<file path="config.mk">
export PLATFORM = sky130hd
export DESIGN_NAME = writeback_unit
export DESIGN_NICKNAME = d
export VERILOG_FILES = /design/src/rtl/writeback_unit.sv
export SDC_FILE = /design/constraint.sdc
export NUM_CORES = 1
export LEC_CHECK = 0
export CAP_MARGIN = 20
export CORE_ASPECT_RATIO = 2
export CORE_MARGIN = 1.5
export CORE_UTILIZATION = 38
export DETAILED_ROUTE_END_ITERATION = 6
export HOLD_SLACK_MARGIN = 0.05
export PLACE_DENSITY = 0.84
export SLEW_MARGIN = 20
export SYNTH_ARGS = -nofsm -noshare
export SYNTH_HDL_FRONTEND = slang
export SYNTH_SLANG_ARGS = --single-unit
</file>
<file path="constraint.sdc">
create_clock -name clk -period 1.8 [get_ports clk]
set_input_delay 0.18 -clock clk [delete_from_list [all_inputs] [get_ports clk]]
set_output_delay 0.18 -clock clk [all_outputs]
set_load 0.01 [all_outputs]
</file>
<file path="src/rtl/writeback_unit.sv">
// writeback_unit: final pipeline stage. It takes a mem-stage result and
// writes it to the register file. ALU and link results write the next
// cycle. Loads wait for mem_rvalid, then extract and extend the load data.
// Ports:
//   clk, rst_n            clock and async active-low reset
//   in_valid/in_ready     transaction handshake from the mem stage
//   in_we, in_addr        write enable and destination register
//   in_sel                source select: ALU, memory, link (3 = ALU)
//   in_alu_data           ALU result
//   in_link_data          return address for link instructions
//   in_size, in_signed    load size and sign-extension flag
//   in_offset             load byte offset
//   mem_rvalid, mem_rdata load data return
//   flush                 kills a presented or pending transaction
//   busy                  high while waiting for load data
//   reg_d_*               registered register-file write port
module writeback_unit #(
   parameter int ADDR_SIZE = 5,
   parameter int WORD_SIZE = 32,
   parameter int OFF_SIZE  = 2
) (
   input  logic                 clk,
   input  logic                 rst_n,
   input  logic                 in_valid,
   output logic                 in_ready,
   input  logic                 in_we,
   input  logic [ADDR_SIZE-1:0] in_addr,
   input  logic [1:0]           in_sel,
   input  logic [WORD_SIZE-1:0] in_alu_data,
   input  logic [WORD_SIZE-1:0] in_link_data,
   input  logic [1:0]           in_size,
   input  logic                 in_signed,
   input  logic [OFF_SIZE-1:0]  in_offset,
   input  logic                 mem_rvalid,
   input  logic [WORD_SIZE-1:0] mem_rdata,
   input  logic                 flush,
   output logic                 busy,
   output logic                 reg_d_we,
   output logic [ADDR_SIZE-1:0] reg_d_addr,
   output logic [WORD_SIZE-1:0] reg_d_data
);

   typedef enum logic {
      IDLE,
      WAIT
   } state_t;

   localparam logic [OFF_SIZE-1:0] H_MASK = ~OFF_SIZE'(1);
   localparam logic [OFF_SIZE-1:0] W_MASK = ~OFF_SIZE'(3);

   state_t state;
   state_t state_nx;

   logic                 accept;
   logic                 wr_go;
   logic                 wr_we;
   logic [ADDR_SIZE-1:0] wr_addr;
   logic [WORD_SIZE-1:0] wr_data;

   logic                 cap_we;
   logic [ADDR_SIZE-1:0] cap_addr;
   logic [1:0]           cap_size;
   logic                 cap_signed;
   logic [OFF_SIZE-1:0]  cap_off;

   logic [OFF_SIZE+2:0]  sh_b;
   logic [OFF_SIZE+2:0]  sh_h;
   logic [OFF_SIZE+2:0]  sh_w;
   logic [7:0]           ld_b;
   logic [15:0]          ld_h;
   logic [31:0]          ld_w;
   logic [WORD_SIZE-1:0] ld_data;

   assign in_ready = (state == IDLE);
   assign busy     = (state == WAIT);
   assign accept   = in_valid && in_ready && !flush;

   // Half and word32 accesses are naturally aligned: low offset
   // bits are dropped before forming the shift.
   always_comb begin
      sh_b = {cap_off, 3'b000};
      sh_h = {cap_off & H_MASK, 3'b000};
      sh_w = {cap_off & W_MASK, 3'b000};
      ld_b = 8'(mem_rdata >> sh_b);
      ld_h = 16'(mem_rdata >> sh_h);
      ld_w = 32'(mem_rdata >> sh_w);
      ld_data = mem_rdata;
      unique case (cap_size)
         2'd0: begin
            ld_data = WORD_SIZE'(ld_b);
            if (cap_signed && ld_b[7])
               ld_data = ld_data | ~WORD_SIZE'(8'hFF);
         end
         2'd1: begin
            ld_data = WORD_SIZE'(ld_h);
            if (cap_signed && ld_h[15])
               ld_data = ld_data | ~WORD_SIZE'(16'hFFFF);
         end
         2'd2: begin
            // upper mask is empty when WORD_SIZE is 32
            ld_data = WORD_SIZE'(ld_w);
            if (cap_signed && ld_w[31])
               ld_data = ld_data | ~WORD_SIZE'(32'hFFFF_FFFF);
         end
         2'd3: ld_data = mem_rdata;
      endcase
   end

   always_comb begin
      state_nx = state;
      wr_go    = 1'b0;
      wr_we    = 1'b0;
      wr_addr  = in_addr;
      wr_data  = in_alu_data;
      unique case (state)
         IDLE: begin
            if (accept) begin
               if (in_sel == 2'd1) begin
                  state_nx = WAIT;
               end else begin
                  wr_go = 1'b1;
                  wr_we = in_we && (in_addr != '0);
                  if (in_sel == 2'd2)
                     wr_data = in_link_data;
               end
            end
         end
         WAIT: begin
            // flush wins over a same-cycle rvalid
            if (flush) begin
               state_nx = IDLE;
            end else if (mem_rvalid) begin
               state_nx = IDLE;
               wr_go    = 1'b1;
               wr_we    = cap_we && (cap_addr != '0);
               wr_addr  = cap_addr;
               wr_data  = ld_data;
            end
         end
      endcase
   end

   always_ff @(posedge clk or negedge rst_n) begin
      if (!rst_n)
         state <= IDLE;
      else
         state <= state_nx;
   end

   always_ff @(posedge clk or negedge rst_n) begin
      if (!rst_n) begin
         cap_we     <= 1'b0;
         cap_addr   <= '0;
         cap_size   <= '0;
         cap_signed <= 1'b0;
         cap_off    <= '0;
      end else if (accept) begin
         cap_we     <= in_we;
         cap_addr   <= in_addr;
         cap_size   <= in_size;
         cap_signed <= in_signed;
         cap_off    <= in_offset;
      end
   end

   always_ff @(posedge clk or negedge rst_n) begin
      if (!rst_n) begin
         reg_d_we   <= 1'b0;
         reg_d_addr <= '0;
         reg_d_data <= '0;
      end else begin
         reg_d_we <= wr_go && wr_we;
         if (wr_go) begin
            reg_d_addr <= wr_addr;
            reg_d_data <= wr_data;
         end
      end
   end

endmodule

</file>
==> out/qor.json <==
{
  "worst_pin_slew_ps": 698,
  "synth_seq_cells": 50,
  "worst-path-stages": 5,
  "tritoncts": "done",
  "layout-drive-gt1-share_pct": 17.1,
  "layout_worst_path_cycle_share_pct": 98.3,
  "final_hold_vios": 0,
  "syn-cell-area_um2": 3230,
  "vdd_ir_drop_max_mv": 0.574,
  "footprint_of_the_multi_input_gates_um2": 1800,
  "critical_path.cell_chain": "nor2b_2 -> buf_6 -> mux4_2 -> a21oi_1 -> o221ai_1",
  "floorplan.core_area_um2": 8290,
  "pre_cts_slack_ps": -289,
  "tritoncts.num_buffers": 5,
  "global_route.overflow_total": 0,
  "critPathSlowestCell": "sky130_fd_sc_hd__mux4_2",
  "seq_area_um2": 1250,
  "drt_pre_antenna_iters": 4,
  "grt_max_degree": 33,
  "worst_path_required_time_ps": 1960,
  "power-per-cell-area_nw_per_um2": 782,
  "yosys_warnings": 0,
  "n_fill_cell": 689,
  "buffer_ports.inserted": 153,
  "clkSlewWorstSetupHoldPaths_ps": 70,
  "final.setup_skew_ps": 9.26,
  "totalNegativeSetupSlack_ps": 0,
  "critical_path.max_fanout": 6,
  "initialDrtViolationCount": 232,
  "placementRows": 47,
  "worst-endpoint-arrival_ps": 1930,
  "setup.worst_path.end_class": "register",
  "cts_root_buffer": "sky130_fd_sc_hd__clkbuf_16",
  "worst_r2r_path_depth": 5,
  "syn_to_final_growth_pct": 63.1,
  "num_vias": 3332,
  "antennaDiodeCount": 0,
  "postSynthAreaPerCell_um2": 10.4,
  "crit-reg2reg-launch": "cap_off[0]$_DFFE_PN0P_",
  "crit_type": "register to register",
  "synth_cells": 311,
  "average_routed_wire_per_standard_cell_um": 19.8,
  "route.detailed.drc": 0,
  "initial_utilization_pct": 39.0,
  "cp.buffers_inverters": 1,
  "netlist-cell-type-count": 39,
  "clock_path_buffers": 2,
  "path_delay_family": "multiplexers",
  "max_cap_violations": 0,
  "place_congestion": 0.895,
  "finalMaxSlewViolations": 0,
  "grt_antenna_before_repair": 0,
  "grt_pass1_vias": 3662,
  "count_of_endpoints_failing_setup_in_the_final_report": 0,
  "ys_seq_area_share_pct": 38.7,
  "cts_htree_levels": 2,
  "timing.slew.headroom_pct": 53.3,
  "io-pin-count": 154,
  "ant_nets": 0,
  "synth.net_count": 425,
  "track_usage_pct": 25.9,
  "rsz0062_at_grt": "yes",
  "detailed_place_hpwl_mm": 9.11,
  "postLayoutSetupSlackWorst_ps": 30.3,
  "worst_hold_path_type": "input pin to async pin",
  "reg2reg_to": "reg_d_data[2]$_DFFE_PN0P_",
  "critPathLaunchType": "register",
  "grt_first_pass_wirelength_mm": 17.5,
  "p_leak_uw": 0.00239,
  "postLayoutCoreUtil_pct": 63.6,
  "finalWorstPathRequiredPeriod_ps": 1770,
  "total_power_of_the_final_layout_uw": 4120,
  "fmax_ghz": 0.565,
  "via_per_inst": 5.77,
  "fp.dieArea_um2": 9110,
  "r2r_setup_slack_ps": 30,
  "dieWidth_um": 68.2,
  "routed_wl_mm": 11.4,
  "number_of_sinks_on_the_clock_net": 50,
  "crit_path_max_incr_delay_ps": 500,
  "worst_skew_pair.late_latency_ps": 300,
  "die-height_um": 133,
  "fin_nets": 593,
  "status": "completed"
}
[worst register-to-register path, cell delays in order, from the launching register on]
cell and delay, ps:
sky130_fd_sc_hd__dfrtp_1 410, sky130_fd_sc_hd__nor2b_2 210, sky130_fd_sc_hd__buf_6 160, sky130_fd_sc_hd__mux4_2 500, sky130_fd_sc_hd__a21oi_1 210, sky130_fd_sc_hd__o221ai_1 160
[metal layers]
| layer | routed length, µm | up-vias | GRT usage [%] |
|---|---|---|---|
| met5 | 0 | - | 0 |
| met4 | 709 | 0 | 16.8 |
| met3 | 750 | 51 | 5.07 |
| met2 | 6270 | 164 | 45.8 |
| met1 | 3670 | 1610 | 26.0 |
| li1 | - | 1507 | - |
[stage by stage]
step / hold WS, ps / area, µm² / instances
finish: 372 / 5270 / 577
global route: 444 / 5270 / 577
CTS: 392 / 5250 / 576
detailed placement: 171 / 5060 / 568
global placement: 154 / 5060 / 568
floorplan: -116 / 3230 / 311
[layout by cell type (no fill, tap or decap), types with 14 or more instances in the layout]
master	Yosys	routed
sky130_fd_sc_hd__nand2_1	28	28
sky130_fd_sc_hd__and2_1	17	17
sky130_fd_sc_hd__dfrtp_1	50	49
sky130_fd_sc_hd__mux2_2	19	19
sky130_fd_sc_hd__clkdlybuf4s50_1	0	152
sky130_fd_sc_hd__mux2i_1	26	26
sky130_fd_sc_hd__o221ai_1	24	24
sky130_fd_sc_hd__buf_4	0	26
sky130_fd_sc_hd__o31ai_1	16	14
sky130_fd_sc_hd__inv_1	25	25
[Yosys cell counts (all sizes together)]
| library cell | instances | area share [%] |
|---|---|---|
| nor2 | 4 | 0.46 |
| or3 | 1 | 0.19 |
| clkbuf | 14 | 1.6 |
| buf | 11 | 1.8 |
| dfrtp | 50 | 39 |
| a21oi | 8 | 1.2 |
| mux2i | 26 | 8.0 |
| nor3b | 1 | 0.58 |
| nand2b | 3 | 0.58 |
| and3 | 7 | 1.4 |
| nor3 | 2 | 0.31 |
| a2bb2oi | 1 | 0.27 |
| o221ai | 24 | 6.5 |
| a2111oi | 1 | 0.85 |
| nand3b | 2 | 0.85 |
| a221o | 8 | 2.5 |
| a31oi | 8 | 1.5 |
| a32oi | 8 | 2.2 |
| and3b | 1 | 0.27 |
| nand4 | 1 | 0.19 |
| clkinv | 1 | 0.12 |
| and2 | 18 | 3.5 |
| o311a | 1 | 0.31 |
| inv | 25 | 2.9 |
| a21o | 1 | 0.23 |
| nand2 | 28 | 3.2 |
| o21ai | 3 | 0.46 |
| nor2b | 4 | 0.77 |
| or3b | 1 | 0.27 |
| o31ai | 16 | 3.7 |
| mux2 | 23 | 8.5 |
| mux4 | 8 | 5.7 |
| a41o | 1 | 0.31 |
[kinds of logic (layout without fill, tap and decap cells)]
group | Yosys count | in the layout | synth area share [%]
multiplexers | 57 | 57 | 22.2
AO/OA/AOI/OAI | 80 | 80 | 20.1
flip-flops | 50 | 50 | 38.7
buffers and inverters | 51 | 219 | 6.46
AND/OR/NAND/NOR | 73 | 73 | 12.6
[flip-flops by register name, summed over array words and instances (netlist names)]
name / cells
reg_d_addr: 5
reg_d_data: 32
cap_off: 2
busy: 1
cap_signed: 1
cap_we: 1
cap_addr: 5
reg_d_we: 1
cap_size: 2
[timing repair]
action | 4_1_cts | 5_1_grt
cloned | 0 | 0
hold endpoints to repair | 18 | 0
gates resized for setup | 2 | 7
endpoints found under the setup margin | 2 | 18
buffers inserted | 0 | 1
hold buffers | 1 | 0
pin swaps | 0 | 0
[area by class of cell]
| type | count | area share, % |
|---|---|---|
| Clock buffer | 6 | 2.63 |
| Clock inverter | 1 | 0.569 |
| Inverter | 26 | 1.85 |
| Multi-Input combinational cell | 210 | 34.1 |
| Sequential cell | 50 | 23.7 |
| Tap cell | 98 | 2.33 |
| Timing Repair Buffer | 186 | 34.8 |
[how the worst max path moves through the flow]
stage                                 from  slack, ps                         end
detailed placement                   flush       -290   reg_d_data[6]$_DFFE_PN0P_
global placement                     flush       -250   reg_d_data[6]$_DFFE_PN0P_
CTS                 cap_off[0]$_DFFE_PN0P_          1  reg_d_data[11]$_DFFE_PN0P_
floorplan                   busy$_DFF_PN0_         30  reg_d_data[12]$_DFFE_PN0P_
finish              cap_off[0]$_DFFE_PN0P_         30   reg_d_data[2]$_DFFE_PN0P_
global route        cap_off[0]$_DFFE_PN0P_        -30   reg_d_data[0]$_DFFE_PN0P_
[power by group]
group          internal (µW)  leakage, µW  switching [µW]
clock network            687    0.0000829             416
registers               1340     0.000611             142
logic                    916      0.00169             626
Note: power is estimated with default switching activity, not from simulation.
